$ cat config.mk
export PLATFORM = sky130hd
export DESIGN_NAME = comet_fetch_flat
export DESIGN_NICKNAME = d
export VERILOG_FILES = /design/src/rtl/comet_fetch_if.sv /design/src/rtl/comet_fetch.sv /design/src/flat_wrapper.sv
export SDC_FILE = /design/constraint.sdc
export NUM_CORES = 1
export LEC_CHECK = 0
export BUFFER_PORTS_ARGS = -buffer_cell sky130_fd_sc_hd__buf_2
export CORE_MARGIN = 10
export CORE_UTILIZATION = 51
export CTS_CLUSTER_DIAMETER = 60
export CTS_CLUSTER_SIZE = 14
export DETAILED_ROUTE_END_ITERATION = 8
export HOLD_SLACK_MARGIN = 0.06
export PLACE_DENSITY = 0.77
export RECOVER_POWER = 100
export SYNTH_ARGS = -nofsm -noshare
export SYNTH_HDL_FRONTEND = slang
export SYNTH_SLANG_ARGS = --single-unit
$ cat constraint.sdc
create_clock -name mclk -period 2.5 [get_ports mclk]
set_input_delay 0.125 -clock mclk [delete_from_list [all_inputs] [get_ports mclk]]
set_output_delay 0.125 -clock mclk [all_outputs]
set_load 0.02 [all_outputs]
$ cat src/rtl/comet_fetch_if.sv
// Fetch-unit bus: program-memory read port, redirect input and the
// instruction hand-off to the decoder. The master side is the fetch unit.
interface comet_fetch_if;
    logic        mem_re;
    logic [15:0] mem_raddr;
    logic [15:0] mem_rdata;
    logic        pc_load;
    logic [15:0] pc_load_addr;
    logic        ir_valid;
    logic        ir_ready;
    logic [15:0] ir_word1;
    logic [15:0] ir_word2;
    logic        ir_len2;
    logic [15:0] ir_pc;
    logic        ir_illegal;

    modport master (
        output mem_re, mem_raddr, ir_valid, ir_word1, ir_word2, ir_len2, ir_pc, ir_illegal,
        input  mem_rdata, pc_load, pc_load_addr, ir_ready
    );

    modport slave (
        input  mem_re, mem_raddr, ir_valid, ir_word1, ir_word2, ir_len2, ir_pc, ir_illegal,
        output mem_rdata, pc_load, pc_load_addr, ir_ready
    );
endinterface

$ cat src/rtl/comet_fetch.sv
// COMET II instruction fetch: reads one or two words per instruction and holds them for the decoder.
// Optional macro COMET_FETCH_ILLEGAL_EN flags unknown opcodes and treats them as one-word.
module comet_fetch #(
    parameter logic [15:0] RESET_PC = 16'h0000
) (
    input  logic mclk,
    input  logic reset,
    comet_fetch_if.master bus
);

    typedef enum logic [1:0] {FETCH1, FETCH2, HOLD} state_t;

    typedef struct packed {
        logic [15:0] word1;
        logic [15:0] word2;
        logic        len2;
        logic [15:0] pc;
        logic        illegal;
    } ir_t;

    state_t      state;
    logic [15:0] pc;
    ir_t         ir_q;
    logic        ir_valid_q;

    logic [7:0]  opcode;
    logic        one_word;
    logic        illegal;
    logic        two_word;

    assign opcode = bus.mem_rdata[15:8];

    always_comb begin
        one_word = 1'b0;
        case (opcode)
            8'h00, 8'h14, 8'h24, 8'h25, 8'h26, 8'h27,
            8'h34, 8'h35, 8'h36, 8'h44, 8'h45, 8'h71, 8'h81: one_word = 1'b1;
            default:                                         one_word = 1'b0;
        endcase
    end

`ifdef COMET_FETCH_ILLEGAL_EN
    logic legal;

    always_comb begin
        legal = 1'b0;
        case (opcode)
            8'h00, 8'h10, 8'h11, 8'h12, 8'h14,
            8'h20, 8'h21, 8'h22, 8'h23, 8'h24, 8'h25, 8'h26, 8'h27,
            8'h30, 8'h31, 8'h32, 8'h34, 8'h35, 8'h36,
            8'h40, 8'h41, 8'h44, 8'h45,
            8'h50, 8'h51, 8'h52, 8'h53,
            8'h61, 8'h62, 8'h63, 8'h64, 8'h65, 8'h66,
            8'h70, 8'h71, 8'h80, 8'h81, 8'hF0:     legal = 1'b1;
            default:                               legal = 1'b0;
        endcase
    end

    assign illegal = ~legal;
`else
    assign illegal = 1'b0;
`endif

    // Illegal opcodes carry no address word, so they never enter FETCH2.
    assign two_word = ~one_word & ~illegal;

    always_ff @(posedge mclk) begin
        if (reset) begin
            state      <= FETCH1;
            pc         <= RESET_PC;
            ir_q       <= '0;
            ir_valid_q <= 1'b0;
        end else if (bus.pc_load) begin
            state      <= FETCH1;
            pc         <= bus.pc_load_addr;
            ir_valid_q <= 1'b0;
        end else begin
            case (state)
                FETCH1: begin
                    ir_q.word1   <= bus.mem_rdata;
                    ir_q.pc      <= pc;
                    ir_q.illegal <= illegal;
                    ir_q.len2    <= two_word;
                    pc           <= pc + 16'd1;
                    if (two_word) begin
                        state <= FETCH2;
                    end else begin
                        ir_q.word2 <= '0;
                        state      <= HOLD;
                        ir_valid_q <= 1'b1;
                    end
                end
                FETCH2: begin
                    ir_q.word2 <= bus.mem_rdata;
                    pc         <= pc + 16'd1;
                    state      <= HOLD;
                    ir_valid_q <= 1'b1;
                end
                HOLD: begin
                    if (bus.ir_ready) begin
                        state      <= FETCH1;
                        ir_valid_q <= 1'b0;
                    end
                end
                default: state <= FETCH1;
            endcase
        end
    end

    // HOLD is only ever entered right after a read that bumped pc, so pc-1
    // is the last address presented; this keeps mem_raddr steady while idle.
    assign bus.mem_re     = ~reset & (state != HOLD);
    assign bus.mem_raddr  = (state == HOLD) ? pc - 16'd1 : pc;

    assign bus.ir_valid   = ir_valid_q;
    assign bus.ir_word1   = ir_q.word1;
    assign bus.ir_word2   = ir_q.word2;
    assign bus.ir_len2    = ir_q.len2;
    assign bus.ir_pc      = ir_q.pc;
    assign bus.ir_illegal = ir_q.illegal;

endmodule

$ cat src/flat_wrapper.sv
// flat-port wrapper written by rule: the top's interface ports become plain ports
module comet_fetch_flat 
#(
    parameter logic [15:0] RESET_PC = 16'h0000
)
  (mclk, reset, bus_mem_re, bus_mem_raddr, bus_ir_valid, bus_ir_word1, bus_ir_word2, bus_ir_len2, bus_ir_pc, bus_ir_illegal, bus_mem_rdata, bus_pc_load, bus_pc_load_addr, bus_ir_ready);
  comet_fetch_if bus_i ();
  input  logic mclk;
  input  logic reset;
  output wire logic [$bits(bus_i.mem_re)-1:0] bus_mem_re;
  output wire logic [$bits(bus_i.mem_raddr)-1:0] bus_mem_raddr;
  output wire logic [$bits(bus_i.ir_valid)-1:0] bus_ir_valid;
  output wire logic [$bits(bus_i.ir_word1)-1:0] bus_ir_word1;
  output wire logic [$bits(bus_i.ir_word2)-1:0] bus_ir_word2;
  output wire logic [$bits(bus_i.ir_len2)-1:0] bus_ir_len2;
  output wire logic [$bits(bus_i.ir_pc)-1:0] bus_ir_pc;
  output wire logic [$bits(bus_i.ir_illegal)-1:0] bus_ir_illegal;
  input wire logic [$bits(bus_i.mem_rdata)-1:0] bus_mem_rdata;
  input wire logic [$bits(bus_i.pc_load)-1:0] bus_pc_load;
  input wire logic [$bits(bus_i.pc_load_addr)-1:0] bus_pc_load_addr;
  input wire logic [$bits(bus_i.ir_ready)-1:0] bus_ir_ready;
  assign bus_mem_re = bus_i.mem_re;
  assign bus_mem_raddr = bus_i.mem_raddr;
  assign bus_ir_valid = bus_i.ir_valid;
  assign bus_ir_word1 = bus_i.ir_word1;
  assign bus_ir_word2 = bus_i.ir_word2;
  assign bus_ir_len2 = bus_i.ir_len2;
  assign bus_ir_pc = bus_i.ir_pc;
  assign bus_ir_illegal = bus_i.ir_illegal;
  assign bus_i.mem_rdata = bus_mem_rdata;
  assign bus_i.pc_load = bus_pc_load;
  assign bus_i.pc_load_addr = bus_pc_load_addr;
  assign bus_i.ir_ready = bus_ir_ready;
  comet_fetch #(.RESET_PC(RESET_PC)) u_core (.mclk(mclk), .reset(reset), .bus(bus_i));
endmodule
==> flow_summary.toml <==
[synth]
ys_ff_latch = 68
yosysWarnings = 0
synthArstFlopShare = 0
ys_seq_area_frac = 0.4030
netlist_instances = 412
syn_area_per_cell_um2 = 8.200
synth_ff_type = "dfxtp_1"
syn_nets = 450
syn-cell-area_mm2 = 0.003378
synth_cell_types = 50
synth_edf_count = 0

[floorplanning]
coreArea_mm2 = 0.006386
die_area_mm2 = 0.01028
fp-row-count = 29
io_pins = 104
die_h_um = 101.4
initial_core_util = 0.5290
die_w_um = 101.4

[clock_tree]
cts_max_path_buffers = 2
ctsRootBufferMaster = "clkbuf_8"
h-tree-depth = 3
cts_buffers = 9
path_clk_slew_ns = 0.08
clk_latency_ns = 0.34
clock-sinks = 68
cts_tree = "built"
cts_setup_buffers = 0

[finish]
final_cell_mix = "nand2_1, dfxtp_1, clkbuf_1, a21oi_1, buf_2"
final_layout_size_suffix_gt1_frac = 0.1291
seq_area_mm2 = 0.001361
multiInputGateArea_mm2 = 0.001773
fin_cells = 596
synthToLayoutAreaGrowth_pct = 22.93
final_common_cell = "nand2_1"
nNetsFinal = 553
fillers = 598
diodes = 0

[power]
ir_drop_v = 0.0003679
cellLeakagePower_nw = 1.682
p_per_area_mw_per_mm2 = 622.6

[grt]
grt_start_max_net_pins = 48
grt_util_all_layers = 0.1778
grt_pass1_vias = 3069
overflow = 0
grt_pass1_wl_um = 15090
antenna_found_initial = 0

[routing]
vias_per_cell = 5.284
drcViolationCount = 0
dr.pass1.iters = 4
vias = 3149
antenna_left = 0
drtIter0Drc = 250
routed_wl_um = 9167
detail_route.wl_per_cell_um = 15.38

[timing]
hold_viol = 0
tns_ns = 0
post-route-period-util = 0.9460
maxSlewHeadroom = 0.2515
setup_viol = 0
max_freq_mhz = 422.8
worst_pin_slew_ns = 1.119
worst_slack_ns = 0.1349
period_needed_ns = 2.365
drv_slew = 0
rsz0062_at_grt = "false"
fin_skew_ns = 0.006116

[worst_setup_path]
cp-start-kind = "flip-flop"
r2r_slack_ns = 0.42
required_ns = 2.38
r2r_cells = 4
arrival_ns = 2.24
regToRegEndpoint = "u_core.bus.ir_word2[13]$_SDFFE_PP0P_"
startpoint = "u_core.state[1]$_SDFFE_PP0P_"
cp-end-kind = "output port"
r2r-start = "u_core.state[1]$_SDFFE_PP0P_"
cp-endpoint = "bus_mem_raddr[6]"
crit_fanout = 8
path_class = "reg -> out"

[job]
cap_violations = 0

[placed_design]
dp_slack_ns = 0.3914
place.gp.congestion = 0.8832
io_buffers = 102
dpl.hpwl_um = 6511
post-place-cells = 558

[hold_path]
hp-class = "in -> reg"
hold_depth = 3

[run_status]
status = "finished, final reports clean"
[per-stage QoR]
stage	cell area (um2)	hold WS [ns]	total power, mW	util
floorplan	3378	0.2127	1.481	-
global placement	3805	0.3359	1.600	0.5958
detailed placement	3805	0.3382	1.607	0.5958
CTS	4250	0.06173	2.616	0.6656
global route	4153	0.06877	2.697	0.6503
finish	4153	0.07000	2.585	0.6503
[worst min path at each step]
stage	from	endpoint	slack, ns
finish	bus_mem_rdata[11]	u_core.bus.ir_word2[11]$_SDFFE_PP0P_	0.07
global route	bus_mem_rdata[15]	u_core.bus.ir_word2[15]$_SDFFE_PP0P_	0.07
CTS	bus_mem_rdata[11]	u_core.bus.ir_word2[11]$_SDFFE_PP0P_	0.06
detailed placement	bus_ir_ready	u_core.state[1]$_SDFFE_PP0P_	0.34
global placement	bus_ir_ready	u_core.state[1]$_SDFFE_PP0P_	0.34
floorplan	bus_ir_ready	u_core.state[1]$_SDFFE_PP0P_	0.21
[sequential cells by signal, summed over array words and instances (netlist names)]
signal               flops
u_core.bus.ir_len2       1
u_core.bus.ir_pc        16
u_core.bus.ir_valid      1
u_core.bus.ir_word1     16
u_core.bus.ir_word2     16
u_core.pc               16
u_core.state             2
[cell families (layout without fill, tap and decap cells)]
kind of cell / count (synthesis) / count (layout) / synth area share
compound gates: 61 / 61 / 0.1156
xor+xnor: 28 / 28 / 0.07259
fa+ha+maj: 2 / 2 / 0.007406
simple gates: 192 / 192 / 0.2767
other cells: 1 / 1 / 0.001110
buf+inv: 42 / 149 / 0.07037
flops: 68 / 68 / 0.4030
mux: 18 / 18 / 0.05333
[final cells by class]
| class | count | area share |
|---|---|---|
| repair buffers | 130 | 0.1666 |
| multi-input cells | 302 | 0.4269 |
| flip-flops and latches | 68 | 0.3278 |
| inverters | 4 | 0.003616 |
| well taps | 77 | 0.02320 |
| clock inverters | 4 | 0.01778 |
| clock buffers | 11 | 0.03405 |
[power by group]
part	leakage [nW]	total [mW]	internal, mW	switching (mW)
clock	0.109	0.989	0.584	0.405
combinational	1.02	0.405	0.154	0.251
sequential	0.556	1.19	1.13	0.0581
total	1.68	2.59	1.87	0.714
[worst max-delay path: stages (launching register included)]
cell and delay (ns):
dfxtp_1 0.51, nor2b_1 0.36, nand2_1 0.11, or2_2 0.31
nor4_1 0.25, xor2_1 0.17, buf_2 0.19
[synth_stat cells, types with 2 or more instances]
master,count,area share
nand2_1,101,0.11
dfxtp_1,68,0.40
a21oi_1,42,0.062
nor2_1,23,0.026
clkbuf_1,19,0.021
mux2i_1,18,0.053
nand2b_1,16,0.030
xnor2_1,15,0.039
xor2_1,13,0.034
nor3_1,9,0.013
buf_2,8,0.012
nand4_1,7,0.013
a211oi_1,6,0.013
nor2b_1,6,0.011
and3_1,5,0.0093
buf_4,5,0.011
inv_1,4,0.0044
nor4_1,4,0.0074
and3b_1,3,0.0078
a21boi_0,2,0.0044
a31oi_1,2,0.0037
buf_6,2,0.0067
clkbuf_8,2,0.0081
ha_1,2,0.0074
nand3_1,2,0.0030
nor4_2,2,0.0074
o21ai_2,2,0.0052
or4_1,2,0.0044
[metal layers]
layer  global-route usage  up-vias  share of wire
li1                     -     1575              -
met1               0.2200     1445           0.45
met2               0.2813      112           0.46
met3              0.04765       17          0.071
met4              0.08253        0          0.020
met5                    0        -              0
[what timing repair did]
item / CTS / global route
hold buffers: 23 / 0
hold endpoints to repair: 31 / 0
gates resized for setup: 0 / 0
(Power assumes the default switching activity.)
